<file path="src/rtl/mem_access_stage_if.sv">
// Data-memory bus between the MEM stage and the memory.
// Word-wide request/acknowledge with a one-cycle completion strobe.
interface mem_access_stage_if;
  logic        dmem_req;
  logic        dmem_we;
  logic [31:0] dmem_addr;
  logic [31:0] dmem_wdata;
  logic        dmem_ack;
  logic [31:0] dmem_rdata;

  modport master (
    output dmem_req,
    output dmem_we,
    output dmem_addr,
    output dmem_wdata,
    input  dmem_ack,
    input  dmem_rdata
  );

  modport slave (
    input  dmem_req,
    input  dmem_we,
    input  dmem_addr,
    input  dmem_wdata,
    output dmem_ack,
    output dmem_rdata
  );
endinterface

</file>
<file path="src/rtl/mem_access_stage.sv">
// MEM pipeline stage: variable-latency data-memory access with
// misaligned-address trapping and bus-timeout abort.
module mem_access_stage #(
  parameter int TIMEOUT = 255
) (
  input  logic        clk,
  input  logic        reset,
  input  logic        regwrite_m,
  input  logic        memtoreg_m,
  input  logic        memwrite_m,
  input  logic        memread_m,
  input  logic [31:0] execout_m,
  input  logic [31:0] writedata_m,
  input  logic [4:0]  writereg_m,
  output logic        mem_stall,
  mem_access_stage_if.master dmem,
  output logic        regwrite_w,
  output logic        memtoreg_w,
  output logic [31:0] readdata_w,
  output logic [31:0] execout_w,
  output logic [4:0]  writereg_w,
  output logic        misalign_err,
  output logic        bus_timeout
);

  localparam int CW = (TIMEOUT > 0) ? $clog2(TIMEOUT + 1) : 1;

  typedef enum logic {
    IDLE = 1'b0,
    BUSY = 1'b1
  } state_t;

  state_t        state;
  logic [CW-1:0] cnt;

  logic mem_op;
  logic aligned;
  logic issue;
  logic busy;
  logic timeout_hit;

  assign mem_op  = memread_m | memwrite_m;
  assign aligned = (execout_m[1:0] == 2'b00);
  assign issue   = mem_op & aligned;
  assign busy    = (state == BUSY);

  // The stall entering BUSY counts as the first wait cycle.
  assign timeout_hit = busy && (TIMEOUT != 0) &&
                       (cnt == CW'(TIMEOUT)) && !dmem.dmem_ack;

  assign dmem.dmem_req = !reset &&
                         ((!busy && issue) || (busy && !timeout_hit));
  assign mem_stall     = !reset &&
                         ((!busy && issue && !dmem.dmem_ack) ||
                          (busy && !dmem.dmem_ack && !timeout_hit));

  assign dmem.dmem_we    = memwrite_m;
  assign dmem.dmem_addr  = execout_m;
  assign dmem.dmem_wdata = writedata_m;

  always_ff @(posedge clk) begin
    if (reset) begin
      state        <= IDLE;
      cnt          <= '0;
      regwrite_w   <= 1'b0;
      memtoreg_w   <= 1'b0;
      readdata_w   <= '0;
      execout_w    <= '0;
      writereg_w   <= '0;
      misalign_err <= 1'b0;
      bus_timeout  <= 1'b0;
    end else begin
      misalign_err <= 1'b0;
      bus_timeout  <= 1'b0;

      if (mem_stall) begin
        regwrite_w <= 1'b0;
        memtoreg_w <= 1'b0;
      end else begin
        execout_w  <= execout_m;
        writereg_w <= writereg_m;
        regwrite_w <= regwrite_m;
        memtoreg_w <= memtoreg_m;
        unique case (1'b1)
          mem_op && !aligned: begin
            regwrite_w   <= 1'b0;
            memtoreg_w   <= 1'b0;
            misalign_err <= 1'b1;
          end
          timeout_hit: begin
            regwrite_w  <= 1'b0;
            memtoreg_w  <= 1'b0;
            bus_timeout <= 1'b1;
          end
          issue && dmem.dmem_ack && !memwrite_m: begin
            readdata_w <= dmem.dmem_rdata;
          end
          default: ;
        endcase
      end

      unique case (state)
        IDLE: begin
          if (issue && !dmem.dmem_ack) begin
            state <= BUSY;
            cnt   <= CW'(1);
          end
        end
        BUSY: begin
          if (dmem.dmem_ack || timeout_hit) begin
            state <= IDLE;
            cnt   <= '0;
          end else begin
            cnt <= cnt + CW'(1);
          end
        end
        default: begin
          state <= IDLE;
          cnt   <= '0;
        end
      endcase
    end
  end

endmodule

</file>
<file path="src/flat_wrapper.sv">
// flat-port wrapper written by rule: the top's interface ports become plain ports
module mem_access_stage_flat 
#(
  parameter int TIMEOUT = 255
)
  (clk, reset, regwrite_m, memtoreg_m, memwrite_m, memread_m, execout_m, writedata_m, writereg_m, mem_stall, regwrite_w, memtoreg_w, readdata_w, execout_w, writereg_w, misalign_err, bus_timeout, dmem_dmem_req, dmem_dmem_we, dmem_dmem_addr, dmem_dmem_wdata, dmem_dmem_ack, dmem_dmem_rdata);
  mem_access_stage_if dmem_i ();
  input  logic clk;
  input  logic reset;
  input  logic regwrite_m;
  input  logic memtoreg_m;
  input  logic memwrite_m;
  input  logic memread_m;
  input  logic [31:0] execout_m;
  input  logic [31:0] writedata_m;
  input  logic [4:0] writereg_m;
  output logic mem_stall;
  output logic regwrite_w;
  output logic memtoreg_w;
  output logic [31:0] readdata_w;
  output logic [31:0] execout_w;
  output logic [4:0] writereg_w;
  output logic misalign_err;
  output logic bus_timeout;
  output wire logic [$bits(dmem_i.dmem_req)-1:0] dmem_dmem_req;
  output wire logic [$bits(dmem_i.dmem_we)-1:0] dmem_dmem_we;
  output wire logic [$bits(dmem_i.dmem_addr)-1:0] dmem_dmem_addr;
  output wire logic [$bits(dmem_i.dmem_wdata)-1:0] dmem_dmem_wdata;
  input wire logic [$bits(dmem_i.dmem_ack)-1:0] dmem_dmem_ack;
  input wire logic [$bits(dmem_i.dmem_rdata)-1:0] dmem_dmem_rdata;
  assign dmem_dmem_req = dmem_i.dmem_req;
  assign dmem_dmem_we = dmem_i.dmem_we;
  assign dmem_dmem_addr = dmem_i.dmem_addr;
  assign dmem_dmem_wdata = dmem_i.dmem_wdata;
  assign dmem_i.dmem_ack = dmem_dmem_ack;
  assign dmem_i.dmem_rdata = dmem_dmem_rdata;
  mem_access_stage #(.TIMEOUT(TIMEOUT)) u_core (.clk(clk), .reset(reset), .regwrite_m(regwrite_m), .memtoreg_m(memtoreg_m), .memwrite_m(memwrite_m), .memread_m(memread_m), .execout_m(execout_m), .writedata_m(writedata_m), .writereg_m(writereg_m), .mem_stall(mem_stall), .dmem(dmem_i), .regwrite_w(regwrite_w), .memtoreg_w(memtoreg_w), .readdata_w(readdata_w), .execout_w(execout_w), .writereg_w(writereg_w), .misalign_err(misalign_err), .bus_timeout(bus_timeout));
endmodule
</file>
<file path="config.mk">
export PLATFORM = sky130hd
export DESIGN_NAME = mem_access_stage_flat
export DESIGN_NICKNAME = d
export VERILOG_FILES = /design/src/rtl/mem_access_stage_if.sv /design/src/rtl/mem_access_stage.sv /design/src/flat_wrapper.sv
export SDC_FILE = /design/constraint.sdc
export NUM_CORES = 1
export LEC_CHECK = 0
export ABC_CLOCK_PERIOD_IN_PS = 4100
export CORE_MARGIN = 2
export CORE_UTILIZATION = 25
export CTS_BUF_LIST = sky130_fd_sc_hd__clkbuf_8
export CTS_CLUSTER_DIAMETER = 40
export DETAILED_ROUTE_END_ITERATION = 12
export SKIP_CTS_REPAIR_TIMING = 1
export SYNTH_ARGS = -nofsm -noshare
export SYNTH_HDL_FRONTEND = slang
export SYNTH_SLANG_ARGS = --single-unit
</file>
<file path="constraint.sdc">
create_clock -name clk -period 4.1 [get_ports clk]
set_clock_uncertainty 0.15 [all_clocks]
set_input_delay 0.615 -clock clk [delete_from_list [all_inputs] [get_ports clk]]
set_output_delay 0.615 -clock clk [all_outputs]
set_load 0.005 [all_outputs]
</file>
==> impl_results.md, run 1 <==
- Area contributors post-synth: dfxtp_1, buf_4, a22o_1
- EDFF count, synth: 0
- GRT overflow: 0
- CP dominant cell by count: clkdlybuf4s50_1
- Final ANT Viol Nets: 0
- Hold crit path type: register to register
- Fin crit period: 3.14 ns
- Clock-pin slew on the worst setup and hold paths: 0.08 ns
- Layout cell share with drive strength beyond 1: 5.38%
- Slew Viols, Final: 0
- Pre-Repair DR Iteration Count: 4
- Worst Setup End Kind: output pin
- Asr flop ratio synth: 0%
- FILL cells: 1,345
- Share of the synthesized area in the top cell type: 48.6%
- Crit path launch type: input pin
- Initial DRC Count: 126
- Wire length per cell: 14.1 um
- Internal power: 0.00133 W
- Warnings from Yosys: 0
- Buffers on Ports: 183
- Final setup TNS: 0 ns
- Clock root cell: clkbuf_8
- GPL Wtd Cong: 0.790
- Post-synthesis cell type count: 35
- CP Max Fanout: 5
- Vias per Instance: 4.40
- Sequential Power Share: 49.4%
- Main synth FF type: dfxtp_1
- Critical-path cell list: clkdlybuf4s50_1 > or2_2 > a21oi_1 > nor3_2 > clkdlybuf4s50_1
- RSZ-0062 raised after global routing: false
- Seq/Total Area, Yosys: 48.6%
- Cell leakage power: 1.84 nW
- CTS HTree Levels: 3
- Die ar.: 14,500 um^2
- DIE WIDTH: 120 um
- Initial Util: 25.5%
- # nets final: 588
- Synthesized area: 3380 um^2
- Peak VDD IR: 0.137 mV
- Vias in the first global route: 2,824
- Syn Inst Count: 367
- Core footprint: 13,200 um^2
- Least-Margin Pin Slew: 0.905 ns
- Slew headroom: 39.7%
- FF+latch count, synth: 82
- Final Hold Viols: 0
- Overall routing resource usage: 12.5%
- Critical path type: input pin to output pin
- Combinational power share: 14.5%
- Clock tree from TritonCTS: done
- P per Cell Area: 337 nW/um^2
- Final setup violating endpoints: 0
- Clock sink count: 82
- Area of placed instances: 4860 um^2
- Clk network pwr share: 36.1%
- Worst-Skew Late Latency: 0.35 ns
- Fin worst setup slack: 0.963 ns
- DRC Markers: 0
- Syn-to-layout area delta: 50.1%
- Fmax: 319 MHz
- Maxcap violations: 0
- Run status: finished, final reports clean
- First-pass GRT wire length: 14.2 mm
- Synth area leader: dfxtp_1
- CTS Buffer Depth: 2
- Vias: 2,899
- Slowest cell delay on critical path: 0.52 ns
- Inserted Diodes: 0
- Core Rows: 42
- Die Y: 120 um
- NetSw: 0.000379 W
- Largest net degree at the start of global routing: 49
- Initial antenna violation count: 0
- Req. time, crit path: 3.34 ns
- Switch share: 22.2%
- Average cell area after synthesis: 9.20 um^2
- CTS Buf Count: 9
- Hpwl dp: 6.99 mm
- CP max stage cell: clkdlybuf4s50_1
- Total Wirelength: 9.29 mm
- Final Cell Area: 5070 um^2
- Tcrit/Tclk final: 76.5%
- Crit path DAT: 2.37 ns
- Worst slack at placement: 0.948 ns
- Syn Nets: 476
- Top-level I/O count: 248
-- cells in the mapped netlist, types with 3 or more instances --
library cell,n
a22o_1,37
clkbuf_1,12
nand2_1,66
nand2b_1,4
buf_2,6
and3_1,3
dfxtp_1,82
nor2_1,7
buf_4,65
a21oi_1,37
nor3_1,8
o21ai_0,9
-- sequential cells by signal, summed over array words and instances, names as in the netlist --
name	flops
u_core.writereg_w	5
u_core.busy	1
u_core.bus_timeout	1
u_core.readdata_w	32
u_core.cnt	8
u_core.memtoreg_w	1
u_core.misalign_err	1
u_core.execout_w	32
u_core.regwrite_w	1
-- metal layers --
layer / part of all wire, % / global-route usage (%) / vias to the layer above
met5: 0 / 0 / -
li1: - / - / 1411
met2: 53 / 21.7 / 103
met1: 39 / 13.9 / 1371
met4: 1.6 / 5.74 / 0
met3: 6.4 / 3.87 / 14
-- cell families after synthesis --
family,synth area share [%]
AO/OA/AOI/OAI,18.6
adder cells (fa/ha/maj),0.370
buffers and inverters,18.1
flip-flops,48.6
AND/OR/NAND/NOR,14.3
-- power by group through the flow --
stage,Clock [W],Sequential [W],Combinational (W)
global placement,0,0.000862,0.000246
floorplan,0,0.000864,0.000110
CTS,0.000648,0.000843,0.000250
global route,0.000680,0.000847,0.000264
finish,0.000617,0.000844,0.000247
detailed placement,0,0.000862,0.000249
-- worst paths after layout --
| path | start | endpoint | slack [ns] | cells past startpoint |
|---|---|---|---|---|
| max | memwrite_m | mem_stall | 0.96 | 5 |
| min | u_core.readdata_w[15]$_SDFFE_PP0P_ | u_core.readdata_w[15]$_SDFFE_PP0P_ | 0.31 | 2 |
| max reg2reg | u_core.cnt[0]$_SDFFE_PP0P_ | u_core.regwrite_w$_SDFF_PP0_ | 1.63 | 6 |
| min reg2reg | u_core.readdata_w[15]$_SDFFE_PP0P_ | u_core.readdata_w[15]$_SDFFE_PP0P_ | 0.31 | 2 |
-- metrics by stage --
stage | power (W) | hold WS (ns) | cells | util, %
floorplan | 0.000973 | 0.297 | 367 | -
global placement | 0.00111 | 0.293 | 644 | 36.7
detailed placement | 0.00111 | 0.299 | 644 | 36.7
CTS | 0.00174 | 0.310 | 659 | 38.3
global route | 0.00179 | 0.328 | 659 | 38.3
finish | 0.00171 | 0.306 | 659 | 38.3
-- worst max-delay path, delay by kind of cell --
kind,cells,cell delay (ns)
AND/OR/NAND/NOR,2,0.45
AO/OA/AOI/OAI,1,0.28
buffers and inverters,2,1.03
-- cell type report --
cell class	count	area (um^2)	share of cell area [%]
clock buffers	9	124	2.44
flip-flops and latches	82	1640	32.4
well taps	176	220	4.34
multi-input cells	197	1140	22.4
inverters	2	7.51	0.148
clock inverters	6	83.8	1.65
repair buffers	187	1860	36.6
-- layout by cell type, fill, tap and decap left out, types with 2 or more instances in the layout --
| cell | n |
|---|---|
| a22o_1 | 37 |
| dfxtp_1 | 82 |
| nor2_1 | 7 |
| a31oi_1 | 2 |
| nand2_1 | 66 |
| nand2b_1 | 4 |
| clkinvlp_4 | 2 |
| and3_1 | 3 |
| nand3_1 | 2 |
| nand4_1 | 2 |
| nor2b_1 | 2 |
| and2_1 | 2 |
| inv_1 | 3 |
| clkbuf_8 | 9 |
| buf_4 | 4 |
| a21oi_1 | 37 |
| clkdlybuf4s50_1 | 182 |
| o21ai_0 | 9 |
| or2_2 | 2 |
| bufinv_16 | 2 |
| nor3_1 | 7 |
No activity file was read; power rests on OpenSTA's default activity.
==> inputs of run 2 (changes only) <==
--- a/config.mk
+++ b/config.mk
@@ -5,7 +5,7 @@
 export SDC_FILE = /design/constraint.sdc
 export NUM_CORES = 1
 export LEC_CHECK = 0
-export ABC_CLOCK_PERIOD_IN_PS = 4100
+export ABC_CLOCK_PERIOD_IN_PS = 2600
 export CORE_MARGIN = 2
 export CORE_UTILIZATION = 25
 export CTS_BUF_LIST = sky130_fd_sc_hd__clkbuf_8
==> constraint.sdc (replaced) <==
create_clock -name clk -period 2.6 [get_ports clk]
set_clock_uncertainty 0.15 [all_clocks]
set_input_delay 0.39 -clock clk [delete_from_list [all_inputs] [get_ports clk]]
set_output_delay 0.39 -clock clk [all_outputs]
set_load 0.005 [all_outputs]
==> impl_results.md, run 2 (same netlist as run 1, synthesis figures left out) <==
- Reg-to-reg slack, setup: 0.60 ns (-1.03 ns)
- Fmax: 396 MHz
- CTS Buf Count: 9 (unchanged)
- CTS HTree Levels: 3 (unchanged)
- Final Power: 0.00258 W (+51%)
- R2R cell count: 6 (unchanged)
- Crit path DAT: 1.99 ns (-0.38 ns)
- Buffers on Ports: 183 (unchanged)
- Die Y: 120 um (unchanged)
- Worst R2R Start: u_core.cnt[0]$_SDFFE_PP0P_
- Initial antenna violation count: 0 (unchanged)
- Met3 wire length: 642 um (+8.6%)
- Layout cell share with drive strength beyond 1: 7.57% (+2.2 points)
- GPL Wtd Cong: 0.800 (+1.3%)
- Least-Margin Pin Slew: 0.402 ns (-0.503 ns)
- Biggest regs: u_core.execout_w x32, u_core.readdata_w x32, u_core.cnt x8
- Crit path launch type: register
- CTS Buffer Depth: 2 (unchanged)
- Top-level I/O count: 248 (unchanged)
- CP Max Fanout: 5 (unchanged)
- Syn-to-layout area delta: 51.4%
- Slew headroom: 72.9% (+33 points)
- Wire length per cell: 14.3 um (+1.5%)
- Vias: 2,925 (+0.90%)
- Slew Viols, Final: 0 (unchanged)
- # nets final: 593 (+0.85%)
- Peak VDD IR: 0.223 mV (+62%)
- Most frequent cells in the layout: clkdlybuf4s50_1, dfxtp_1, nand2_1
- Clock sink count: 82 (unchanged)
- Top sig layer: met4
- Req. time, crit path: 2.06 ns (-1.28 ns)
- GRT overflow: 0 (unchanged)
- Worst slack at placement: 0.0249 ns (-0.923 ns)
- Run status: finished, final reports clean
- Pre-Repair DR Iteration Count: 4 (unchanged)
- Largest net degree at the start of global routing: 38 (-22%)
- Clock root cell: clkbuf_8
- Worst-Skew Late Latency: 0.36 ns (about the same)
- Wl on met1: 3.86 mm (+5.4%)
- Core footprint: 13,200 um^2 (unchanged)
- DRC Markers: 0 (unchanged)
- Final setup violating endpoints: 0 (unchanged)
- Final ANT Viol Nets: 0 (unchanged)
- Total Wirelength: 9.51 mm (+2.4%)
- Most common cell after layout, fill and taps aside: clkdlybuf4s50_1
- Final Hold Viols: 0 (unchanged)
- Worst Setup End Kind: output pin
- Hpwl dp: 6.92 mm (-0.93%)
- Crit path to: dmem_dmem_req
- Vias in the first global route: 2,791 (-1.2%)
- Clock tree from TritonCTS: done
- Clock-pin slew on the worst setup and hold paths: 0.09 ns (about the same)
- Fin crit period: 2.53 ns
- Die ar.: 14,500 um^2 (unchanged)
- Hold crit path type: input pin to register
- Core Rows: 42 (unchanged)
- WL met2: 4.88 mm (-0.10%)
- Overall routing resource usage: 12.8% (+0.28 points)
- Initial DRC Count: 124 (-1.6%)
- Cell leakage power: 1.86 nW (+0.76%)
- Worst r2r dst: u_core.execout_w[31]$_SDFFE_PP0N_
- Critical path type: register to output pin
- Worst Setup SP: u_core.cnt[0]$_SDFFE_PP0P_
- First-pass GRT wire length: 14.5 mm (+2.2%)
- Inserted Diodes: 0 (unchanged)
- DIE WIDTH: 120 um (unchanged)
- Fin worst setup slack: 0.0743 ns (-0.889 ns)
- Initial Util: 25.5% (unchanged)
- Maxcap violations: 0 (unchanged)
- Tcrit/Tclk final: 97.1%
- Vias per Instance: 4.40 (about the same)
- P per Cell Area: 504 nW/um^2 (+50%)
## run 2: per-stage QoR
stage	setup TNS, ns	std cells	area [um^2]	hold WS [ns]	util (%)
after detailed placement	0	649	4910	0.298	37.1
after global routing	-0.0100	665	5110	0.237	38.6
final	0	665	5110	0.268	38.6
after global placement	0	649	4910	0.291	37.1
after floorplan	0	367	3380	0.297	-
after CTS	-0.152	665	5080	0.232	38.4
## run 2: routing by layer
metal  global-route usage [%]  up-vias
met1                     14.3     1376
met2                     22.5      105
li1                         -     1433
met5                        0        -
met3                     4.53       11
met4                     4.29        0
## run 2: power by group
part / switching [W] / leakage, nW / internal, W
clock network: 0.000482 / 0.0869 / 0.000365
logic: 0.000130 / 1.10 / 0.000268
registers: 0.0000260 / 0.673 / 0.00130
## run 2: critical path: stages (launching register included)
cell             delay (ns)
dfxtp_2                0.39
ha_4                   0.17
nand4_1                0.20
nor3_2                 0.32
nor3_1                 0.08
clkdlybuf4s50_1        0.46
## run 2: worst min-delay path by stage
stage                                        from                                  to  slack [ns]  cells after the start
6_report                                    reset          u_core.cnt[5]$_SDFFE_PP0P_        0.27                      2
3_5_place_dp   u_core.readdata_w[18]$_SDFFE_PP0P_  u_core.readdata_w[18]$_SDFFE_PP0P_        0.30                      2
4_1_cts                                     reset          u_core.cnt[5]$_SDFFE_PP0P_        0.23                      2
3_3_place_gp   u_core.readdata_w[28]$_SDFFE_PP0P_  u_core.readdata_w[28]$_SDFFE_PP0P_        0.29                      2
2_1_floorplan          u_core.cnt[7]$_SDFFE_PP0P_          u_core.cnt[7]$_SDFFE_PP0P_        0.30                      1
5_1_grt                                     reset          u_core.cnt[6]$_SDFFE_PP0P_        0.24                      2
## run 2: final cells by class
| type | count | area (um^2) |
|---|---|---|
| Clock inverter | 6 | 35.0 |
| Fill cell | 1308 | 8130 |
| Multi-Input combinational cell | 197 | 1160 |
| Tap cell | 176 | 220 |
| Timing Repair Buffer | 192 | 1910 |
| Inverter | 2 | 7.51 |
| Clock buffer | 10 | 138 |
| Sequential cell | 82 | 1640 |
==> inputs of run 3 (changes only) <==
--- a/config.mk
+++ b/config.mk
@@ -6,11 +6,12 @@
 export NUM_CORES = 1
 export LEC_CHECK = 0
 export ABC_CLOCK_PERIOD_IN_PS = 2600
-export CORE_MARGIN = 2
+export CORE_MARGIN = 4
 export CORE_UTILIZATION = 25
 export CTS_BUF_LIST = sky130_fd_sc_hd__clkbuf_8
 export CTS_CLUSTER_DIAMETER = 40
 export DETAILED_ROUTE_END_ITERATION = 12
+export GPL_TIMING_DRIVEN = 0
 export SKIP_CTS_REPAIR_TIMING = 1
 export SYNTH_ARGS = -nofsm -noshare
 export SYNTH_HDL_FRONTEND = slang
==> impl_results.md, run 3 (same netlist as run 1, synthesis figures left out) <==
- Run status: finished, final reports clean
- Tcrit/Tclk final: 86.3% (-11 points)
- Fin cells: 779 (+17%)
- Pre-Repair DR Iteration Count: 4 (unchanged)
- Syn-to-layout area delta: 79.3%
- Initial DRC Count: 126 (+1.6%)
- Slowest cell delay on critical path: 0.37 ns (-0.09 ns)
- Clk network pwr share: 35.1% (+2.2 points)
- Clock sink count: 82 (unchanged)
- Switch share: 22.9% (-1.9 points)
- Crit path buf inv count: 2 (+1)
- Combinational power share: 18.7% (+3.2 points)
- Vias in the first global route: 3,415 (+22%)
- GRT overflow: 0 (unchanged)
- Final setup TNS: 0 ns (unchanged)
- Most common cell after layout, fill and taps aside: clkdlybuf4s50_1
- Hpwl dp: 8.86 mm (+28%)
- Final setup violating endpoints: 0 (unchanged)
- Clock root cell: clkbuf_8
- Wire length per cell: 14.3 um (+0.26%)
- Layout cell share with drive strength beyond 1: 17.9% (+10 points)
- Biggest regs: u_core.execout_w x32, u_core.readdata_w x32, u_core.cnt x8
- Overall routing resource usage: 14.0% (+1.3 points)
- Cell leakage power: 2.42 nW (+30%)
- Maxcap violations: 0 (unchanged)
- Buffers on Ports: 215 (+17%)
- Core Rows: 42 (unchanged)
- Worst Setup End Kind: output pin
- Vias per Instance: 4.31 (-2.0%)
- Initial antenna violation count: 0 (unchanged)
- Placed cells: 758 (+17%)
- Slew Viols, Final: 0 (unchanged)
- Final Cell Area: 6050 um^2 (+18%)
- Vias: 3,358 (+15%)
- Hold crit path type: register to register
- Die Y: 124 um (+3.3%)
- Worst-Skew Late Latency: 0.35 ns (about the same)
- Sequential Power Share: 46.1% (-5.6 points)
- Area of placed instances: 5750 um^2 (+17%)
- Least-Margin Pin Slew: 0.502 ns (+0.100 ns)
- # nets final: 707 (+19%)
- Fin crit period: 2.24 ns (-0.283 ns)
- Crit path launch type: register
- CTS Buffer Depth: 2 (unchanged)
- P per Cell Area: 476 nW/um^2 (-5.5%)
- Core footprint: 13,200 um^2 (unchanged)
- Crit path DAT: 1.70 ns (-0.29 ns)
- Internal power: 0.00222 W (+15%)
- Final ANT Viol Nets: 0 (unchanged)
- GPL Wtd Cong: 0.835 (+4.4%)
- CTS Buf Count: 9 (unchanged)
- DRC Markers: 0 (unchanged)
- Final Hold Viols: 0 (unchanged)
- Top-level I/O count: 248 (unchanged)
- Inserted Diodes: 0 (unchanged)
- First-pass GRT wire length: 17.7 mm (+22%)
- RSZ-0062 raised after global routing: false
- Fmax: 446 MHz (+13%)
- DIE WIDTH: 124 um (+3.3%)
- Die ar.: 15,400 um^2 (+6.8%)
- Slew headroom: 66.5% (-6.4 points)
- Most frequent cells in the layout: clkdlybuf4s50_1, dfxtp_1, buf_4
- Peak VDD IR: 0.202 mV (-9.6%)
- Clock tree from TritonCTS: done
- Critical-path cell list: ha_2 > nand4_1 > o21ai_2 > nor3_2 > buf_6 > dlymetal6s2s_1
- CP max stage cell: dfxtp_1
- Largest net degree at the start of global routing: 15 (-61%)
- CTS HTree Levels: 3 (unchanged)
- Initial Util: 25.5% (unchanged)
- Clock-pin slew on the worst setup and hold paths: 0.08 ns (about the same)
- Total Wirelength: 11.2 mm (+17%)
- Critical path type: register to output pin
- CP Max Fanout: 7 (+2)
- Top Family by Delay on Critical Path: flip-flops
- NetSw: 0.000660 W (+3.4%)
- Req. time, crit path: 2.06 ns (about the same)
run 3: power groups by stage:
stage	logic, W	clock network (W)	registers [W]
floorplan	0.000173	0	0.00136
CTS	0.000540	0.00105	0.00133
detailed placement	0.000537	0	0.00136
global placement	0.000533	0	0.00136
finish	0.000540	0.00101	0.00133
global route	0.000578	0.00112	0.00134
run 3: cell type report:
class / instances / area (um^2)
Clock inverter: 7 / 95.1
Clock buffer: 9 / 124
Tap cell: 176 / 220
Inverter: 2 / 7.51
Buffer: 86 / 614
Fill cell: 1297 / 7190
Multi-Input combinational cell: 197 / 1150
Timing Repair Buffer: 220 / 2200
Sequential cell: 82 / 1640
run 3: worst paths after layout:
kind | start | endpoint | slack, ns | cells past startpoint
setup / recovery | u_core.cnt[1]$_SDFFE_PP0P_ | mem_stall | 0.36 | 6
hold / removal | u_core.readdata_w[9]$_SDFFE_PP0P_ | u_core.readdata_w[9]$_SDFFE_PP0P_ | 0.31 | 2
setup reg to reg | u_core.cnt[1]$_SDFFE_PP0P_ | u_core.execout_w[23]$_SDFFE_PP0N_ | 0.48 | 8
hold reg to reg | u_core.readdata_w[9]$_SDFFE_PP0P_ | u_core.readdata_w[9]$_SDFFE_PP0P_ | 0.31 | 2
run 3: metrics by stage:
stage	setup WS [ns]	hold WS (ns)	utilization, %	power [W]
after floorplan	0.809	0.297	-	0.00154
after global placement	-0.569	0.294	43.4	0.00189
after detailed placement	-0.569	0.299	43.4	0.00190
after CTS	-0.568	0.311	45.1	0.00292
after global routing	0.237	0.328	45.7	0.00303
final	0.357	0.309	45.7	0.00288
run 3: worst reg2reg max path, stage by stage, from the launching register on:
cell,delay [ns]
dfxtp_1,0.37
ha_2,0.24
nand4_1,0.18
buf_4,0.19
o21a_4,0.23
a211oi_2,0.26
buf_6,0.19
buf_8,0.14
a22o_1,0.13
run 3: routing by layer:
| metal | vias up | GRT usage [%] | wire [um] |
|---|---|---|---|
| li1 | 1661 | - | - |
| met1 | 1554 | 15.2 | 4280 |
| met2 | 129 | 25.3 | 5950 |
| met3 | 14 | 4.34 | 685 |
| met4 | 0 | 5.87 | 253 |
| met5 | - | 0 | 0 |
